`src/rtl/ks_pkg.sv`:
```
// Shared constants and state encoding for the keystream XOR block.
package ks_pkg;

    localparam int unsigned KS_W     = 8;
    localparam int unsigned KS_STEPS = 8;
    localparam int unsigned CNT_W    = 16;
    localparam int unsigned STEP_W   = $clog2(KS_STEPS);

    typedef enum logic [1:0] {
        IDLE   = 2'd0,
        GATHER = 2'd1,
        HAVE   = 2'd2
    } ks_state_e;

    function automatic logic even_par(input logic [KS_W-1:0] d);
        return ^d;
    endfunction

endpackage

```
`src/rtl/ks_gather.sv`:
```
// Serial-to-parallel keystream collector: shifts one bit per step, MSB first,
// and flags the step that completes a full byte.
module ks_gather
    import ks_pkg::*;
(
    input  logic            clk,
    input  logic            rst_n,
    input  logic            clr,
    input  logic            step,
    input  logic            ks_bit,
    output logic [KS_W-1:0] ks,
    output logic            done
);

    logic [STEP_W-1:0] cnt_q;

    always_ff @(posedge clk or negedge rst_n) begin
        if (!rst_n) begin
            ks    <= '0;
            cnt_q <= '0;
        end else if (clr) begin
            ks    <= '0;
            cnt_q <= '0;
        end else if (step) begin
            ks    <= {ks[KS_W-2:0], ks_bit};
            cnt_q <= cnt_q + 1'b1;
        end
    end

    // The counter wraps to zero on the completing step, ready for the next byte.
    assign done = step && (cnt_q == STEP_W'(KS_STEPS - 1));

endmodule

```
`src/rtl/keystream_xor.sv`:
```
// Keystream XOR cipher: gathers 8 LFSR bits per byte and XORs them onto a
// plaintext stream. Optional even-parity output under `KS_PARITY_EN.
module keystream_xor
    import ks_pkg::*;
(
    input  logic             p_clk_in,
    input  logic             p_rst_n,
    input  logic             p_ks_bit,
    output logic             p_ks_step,
    input  logic             p_clr,
    input  logic             p_in_valid,
    input  logic [KS_W-1:0]  p_in_data,
    output logic             p_in_ready,
    output logic             p_out_valid,
    output logic [KS_W-1:0]  p_out_data,
    input  logic             p_out_ready,
    output logic [CNT_W-1:0] p_bytes
`ifdef KS_PARITY_EN
    ,
    output logic             p_out_par
`endif
);

    ks_state_e        state_q;
    logic             step_q;
    logic             out_valid_q;
    logic [KS_W-1:0]  out_data_q;
    logic [CNT_W-1:0] bytes_q;
    logic [KS_W-1:0]  ks;
    logic             ks_done;
    logic             in_hs;
    logic             out_hs;

    ks_gather u_gather (
        .clk    (p_clk_in),
        .rst_n  (p_rst_n),
        .clr    (p_clr),
        .step   (step_q),
        .ks_bit (p_ks_bit),
        .ks     (ks),
        .done   (ks_done)
    );

    assign p_in_ready = (state_q == HAVE) && (!out_valid_q || p_out_ready);
    assign in_hs      = p_in_valid && p_in_ready;
    assign out_hs     = out_valid_q && p_out_ready;

    always_ff @(posedge p_clk_in or negedge p_rst_n) begin
        if (!p_rst_n) begin
            state_q <= IDLE;
            step_q  <= 1'b0;
        end else if (p_clr) begin
            state_q <= IDLE;
            step_q  <= 1'b0;
        end else begin
            case (state_q)
                IDLE: begin
                    state_q <= GATHER;
                    step_q  <= 1'b1;
                end
                GATHER: begin
                    if (ks_done) begin
                        state_q <= HAVE;
                        step_q  <= 1'b0;
                    end
                end
                HAVE: begin
                    if (in_hs) begin
                        state_q <= GATHER;
                        step_q  <= 1'b1;
                    end
                end
                default: begin
                    state_q <= IDLE;
                    step_q  <= 1'b0;
                end
            endcase
        end
    end

    // Output register and transfer counter; clear suppresses any handshake in the same cycle.
    always_ff @(posedge p_clk_in or negedge p_rst_n) begin
        if (!p_rst_n) begin
            out_valid_q <= 1'b0;
            out_data_q  <= '0;
            bytes_q     <= '0;
        end else if (p_clr) begin
            out_valid_q <= 1'b0;
            bytes_q     <= '0;
        end else begin
            if (out_hs) begin
                bytes_q <= bytes_q + 1'b1;
            end
            if (in_hs) begin
                out_data_q  <= p_in_data ^ ks;
                out_valid_q <= 1'b1;
            end else if (out_hs) begin
                out_valid_q <= 1'b0;
            end
        end
    end

    assign p_ks_step   = step_q;
    assign p_out_valid = out_valid_q;
    assign p_out_data  = out_data_q;
    assign p_bytes     = bytes_q;

`ifdef KS_PARITY_EN
    logic par_q;

    always_ff @(posedge p_clk_in or negedge p_rst_n) begin
        if (!p_rst_n) begin
            par_q <= 1'b0;
        end else if (!p_clr && in_hs) begin
            par_q <= even_par(p_in_data ^ ks);
        end
    end

    assign p_out_par = par_q;
`endif

endmodule

```
`config.mk`:
```
export PLATFORM = sky130hd
export DESIGN_NAME = keystream_xor
export DESIGN_NICKNAME = d
export VERILOG_FILES = /design/src/rtl/ks_pkg.sv /design/src/rtl/ks_gather.sv /design/src/rtl/keystream_xor.sv
export SDC_FILE = /design/constraint.sdc
export NUM_CORES = 1
export LEC_CHECK = 0
export BUFFER_PORTS_ARGS = -buffer_cell sky130_fd_sc_hd__buf_2
export CORE_MARGIN = 1
export CORE_UTILIZATION = 40
export DETAILED_ROUTE_END_ITERATION = 10
export SYNTH_ARGS = -nofsm -noshare
export SYNTH_HDL_FRONTEND = slang
export SYNTH_SLANG_ARGS = --single-unit
```
`constraint.sdc`:
```
create_clock -name p_clk_in -period 1.8 [get_ports p_clk_in]
set_clock_uncertainty 0.1 [all_clocks]
set_input_delay 0.18 -clock p_clk_in [delete_from_list [all_inputs] [get_ports p_clk_in]]
set_output_delay 0.18 -clock p_clk_in [all_outputs]
set_load 0.02 [all_outputs]
```
==> out/metrics.sh <==
YOSYSSEQAREASHARE_PCT=53.7
CTS-HTREE-LEVELS=2
YS_TOP_CELLS_BY_AREA='sky130_fd_sc_hd__dfrtp_1, sky130_fd_sc_hd__xor2_1, sky130_fd_sc_hd__mux2i_1'
DRV_SLEW=0
WORST_MAX_SLEW_MARGIN_EXPRESSED_RELATIVE_TO_THE_LIMIT_PCT=61.5
NUM_IO_PINS=41
WORST_SKEW_PAIR.LATE_LATENCY_PS=280
TIMING.CRITICAL_PATH.CELLS='nand2b_4, nand2_4, or4b_4, buf_6, mux2_2'
HOLD_VIOL=0
FLOORPLAN.DIE.WIDTH_MICRONS=68.6
HP-START='p_ks_bit'
CPMAXSTAGEDELAYCELL='sky130_fd_sc_hd__or4b_4'
SYNTH_NETS=176
HOLDWS_PS=56.9
REG2REG_FROM='p_out_valid'
DPL.HPWL_MICRONS=2600
SYNTH_TOP_AREA_SHARE_PCT=53.7
RUN_STATUS='finished, final reports clean'
NUMBER_OF_FLOPS_MAPPED_TO_ENABLE_CELLS_BY_YOSYS=0
PLACEMENTROWS=23
DIEHEIGHT_MICRONS=68.6
WL_PER_CELL_MICRONS=14.2
CRITPATHLAUNCHTYPE='register'
CTS.ROOT.BUFFER_CELL='sky130_fd_sc_hd__clkbuf_8'
GLOBALROUTETOTALUTIL_PCT=17.9
MIN_PATH_TYPE='input port to register'
NUMCTSBUFFERS=5
REPORT.POWER.TOTAL_uW=1660
DESIGN.FINAL.NETS=234
WORST-PATH-MAX-FANOUT=5
COREAREA_SQ_UM=4120
POST_SYNTH_INSTANCE_AREA_SQ_UM=1770
CRITPATHARRIVALTIME_PS=1840
AREA_OF_THE_DIE_SQ_UM=4700
DRT_FIRST_ITER_VIOLATIONS=46
CTS_TREE='done'
GRT_PASS1_WL_MICRONS=5980
DRT_PASS1_ITERATIONS=4
AREA_DELTA_SYNTH_FINAL_PCT=30.4
POSTROUTEANTENNANETS=0
CRITPATHTOPFAMILY='simple AND/OR/NAND/NOR gates'
CTS.SINKS=38
ACHIEVABLE-FREQUENCY_GHz=0.565
GRT_SETUP_UNREPAIRED='no'
POWER.STATIC_LEAKAGE_uW=0.00120
SETUP_VIOLATION_TOTAL_IN_THE_FINAL_TIMING_REPORT=0
CELL_COUNT_POST_PLACEMENT=255
TIMING.CRITICAL_PATH.BUF_INV=1
DETAIL_ROUTE.DRC_VIOLATIONS=0
GP_ROUTABILITY_CONGESTION=0.762
SYNTH_CELL_TYPES=29
FLIP_FLOP_AND_LATCH_COUNT_AFTER_SYNTHESIS=38
POST_SYNTH.CELL_AREA_AVG_SQ_UM=11.1
VIASPERCELL=5.09
YS_DOMINANT_REG_CELL='sky130_fd_sc_hd__dfrtp_1'
SYNTHESIS.YOSYS.WARNINGS=0
NETLIST.TOP_CELL.BY_AREA='sky130_fd_sc_hd__dfrtp_1'
MIN_PERIOD_OVER_PERIOD_PCT=98.3
WORST_SLEW_PIN_SLEW_PS=577
TIMING.CRITICAL_PATH.SLOWEST_CELL_DELAY_PS=560
CAP_VIOLATIONS=0
VIAS=1363
OVERFLOW=0
ANTENNA_FOUND_INITIAL=0
TOTALWIRELENGTH_MICRONS=3800
WORSTSETUPPATHTYPE='register to register'
CLOCK_INPUT_TRANSITION_AT_THE_SEQUENTIAL_CELLS_OF_THE_WORST_SETUP_AND_HOLD_PATHS_PS=70
POWER-PER-CELL-AREA_nW_PER_UM2=720
CP-END-KIND='register'
SYNTHCELLS=159
CLOCK_PATH_BUFFERS=2
INITIAL_CORE_UTIL_PCT=43.1
POST-ROUTE-MIN-PERIOD_PS=1770
FINISH.CELL_COUNT_WITHOUT_FILLERS=268
CRITICAL_PATH_REQUIRED_PS=1870
PORT_BUFFERS=40
YS_ASYNC_SR_FRACTION_PCT=100
PIN_COUNT_OF_THE_BIGGEST_NET_ENTERING_GLOBAL_ROUTING=31
N_ANTENNA_CELL=0
NUMBER_OF_GLOBAL_ROUTE_VIAS_BEFORE_REPAIR=1319
TIMING.CRITICAL_PATH.FROM='p_out_valid'
SHARE_OF_LAYOUT_CELLS_ABOVE_DRIVE_STRENGTH_1_PCT=41.3
VDD.IR_DROP.WORST_mV=0.489
[cells in the final DEF, fill, tap and decap left out]
cell	Yosys	final
sky130_fd_sc_hd__nand4_4	0	1
sky130_fd_sc_hd__and4_1	2	2
sky130_fd_sc_hd__dfrtp_1	38	28
sky130_fd_sc_hd__dlygate4sd3_1	0	1
sky130_fd_sc_hd__a21oi_1	6	6
sky130_fd_sc_hd__mux2i_1	10	10
sky130_fd_sc_hd__or4_4	1	1
sky130_fd_sc_hd__xor2_1	15	15
sky130_fd_sc_hd__mux2_2	8	8
sky130_fd_sc_hd__nand3b_1	2	2
sky130_fd_sc_hd__nor3_1	1	1
sky130_fd_sc_hd__nand2_4	0	1
sky130_fd_sc_hd__and3_1	1	1
sky130_fd_sc_hd__nand4_1	6	6
sky130_fd_sc_hd__nor2_1	25	25
sky130_fd_sc_hd__nand3_1	5	5
sky130_fd_sc_hd__and4_2	1	1
sky130_fd_sc_hd__xnor2_1	6	6
sky130_fd_sc_hd__clkbuf_8	0	8
sky130_fd_sc_hd__o21ai_0	3	3
sky130_fd_sc_hd__ha_1	3	3
sky130_fd_sc_hd__buf_12	0	1
sky130_fd_sc_hd__or3_1	2	2
sky130_fd_sc_hd__and3b_1	1	1
sky130_fd_sc_hd__buf_6	0	2
sky130_fd_sc_hd__buf_4	0	13
sky130_fd_sc_hd__dfrtp_2	0	10
sky130_fd_sc_hd__nor4_1	2	2
sky130_fd_sc_hd__buf_2	1	40
sky130_fd_sc_hd__or4b_4	0	1
sky130_fd_sc_hd__inv_1	2	2
sky130_fd_sc_hd__nand2b_4	0	1
sky130_fd_sc_hd__nand2_1	8	7
sky130_fd_sc_hd__a31o_2	1	1
sky130_fd_sc_hd__o21ba_2	1	1
[registers in the layout (all words and copies together) (netlist names)]
name            flops
p_out_valid         1
u_gather.cnt_q      3
state_q             1
p_out_data          8
p_bytes            16
p_ks_step           1
u_gather.ks         8
[logic make-up after synthesis]
| family | synth area share [%] |
|---|---|
| compound gates | 3.60 |
| xor+xnor | 10.4 |
| fa+ha+maj | 2.12 |
| buf+inv | 1.77 |
| flops | 53.7 |
| mux | 10.7 |
| simple gates | 17.7 |
[cell usage after synthesis, types with 3 or more instances]
master / n
sky130_fd_sc_hd__a21oi_1: 6
sky130_fd_sc_hd__clkbuf_1: 5
sky130_fd_sc_hd__dfrtp_1: 38
sky130_fd_sc_hd__ha_1: 3
sky130_fd_sc_hd__mux2_2: 8
sky130_fd_sc_hd__mux2i_1: 10
sky130_fd_sc_hd__nand2_1: 8
sky130_fd_sc_hd__nand3_1: 5
sky130_fd_sc_hd__nand4_1: 6
sky130_fd_sc_hd__nor2_1: 25
sky130_fd_sc_hd__o21ai_0: 3
sky130_fd_sc_hd__xnor2_1: 6
sky130_fd_sc_hd__xor2_1: 15
[area by class of cell]
cell class | instances | area, sq um
tap | 50 | 62.6
multi-input combinational | 113 | 817
clock buffer | 8 | 110
sequential | 38 | 963
timing repair buffer | 57 | 350
fill | 360 | 1800
inverter | 2 | 7.51
[what timing repair did]
item	4_1_cts	5_1_grt
gates cloned	1	0
buffers inserted	0	3
hold endpoints to repair	22	0
pin swaps	0	2
hold buffers	1	0
endpoints found under the setup margin	8	9
resized for setup	4	5
[power breakdown]
group          leakage (uW)  switching (uW)  total, uW  internal (uW)
clock             0.0000575             288        675            387
sequential         0.000508            8.22        875            867
combinational      0.000634            65.9        114           48.3
total               0.00120             362       1660           1300
[per-layer routing]
metal  part of all wire [%]  track usage (%)
met5                      0                0
met4                   0.71             6.25
met3                    5.1             5.10
met1                     44             20.5
met2                     50             31.7
[worst register-to-register path, delay by kind of cell (launching register included)]
kind / cells / cell delay (ps)
simple gates: 3 / 700
buf+inv: 1 / 160
flops: 1 / 440
mux: 1 / 260
[metrics by stage]
step                      utilization (%)  cell area [sq um]  setup slack, ps  setup TNS [ps]
after floorplan                         -               1800           -0.204           -1.63
after global placement               51.8               2130             55.6               0
after detailed placement             51.8               2130            -7.45           -28.5
after CTS                            55.2               2270            0.640               0
after global routing                 56.2               2310             1.73               0
final                                56.2               2310             30.2               0
[path summary, 6_finish.rpt]
| kind | end | slack, ps | cells past startpoint |
|---|---|---|---|
| max in group asynchronous | p_out_data[0] | 780 | 3 |
| min | u_gather.ks[0] | 60 | 3 |
| min reg2reg | p_out_data[7] | 410 | 1 |
| min in group asynchronous | p_bytes[6] | 320 | 2 |
| max | p_out_data[0] | 30 | 5 |
| max reg2reg | p_out_data[0] | 30 | 5 |
Power figures use the tool's default switching activity.
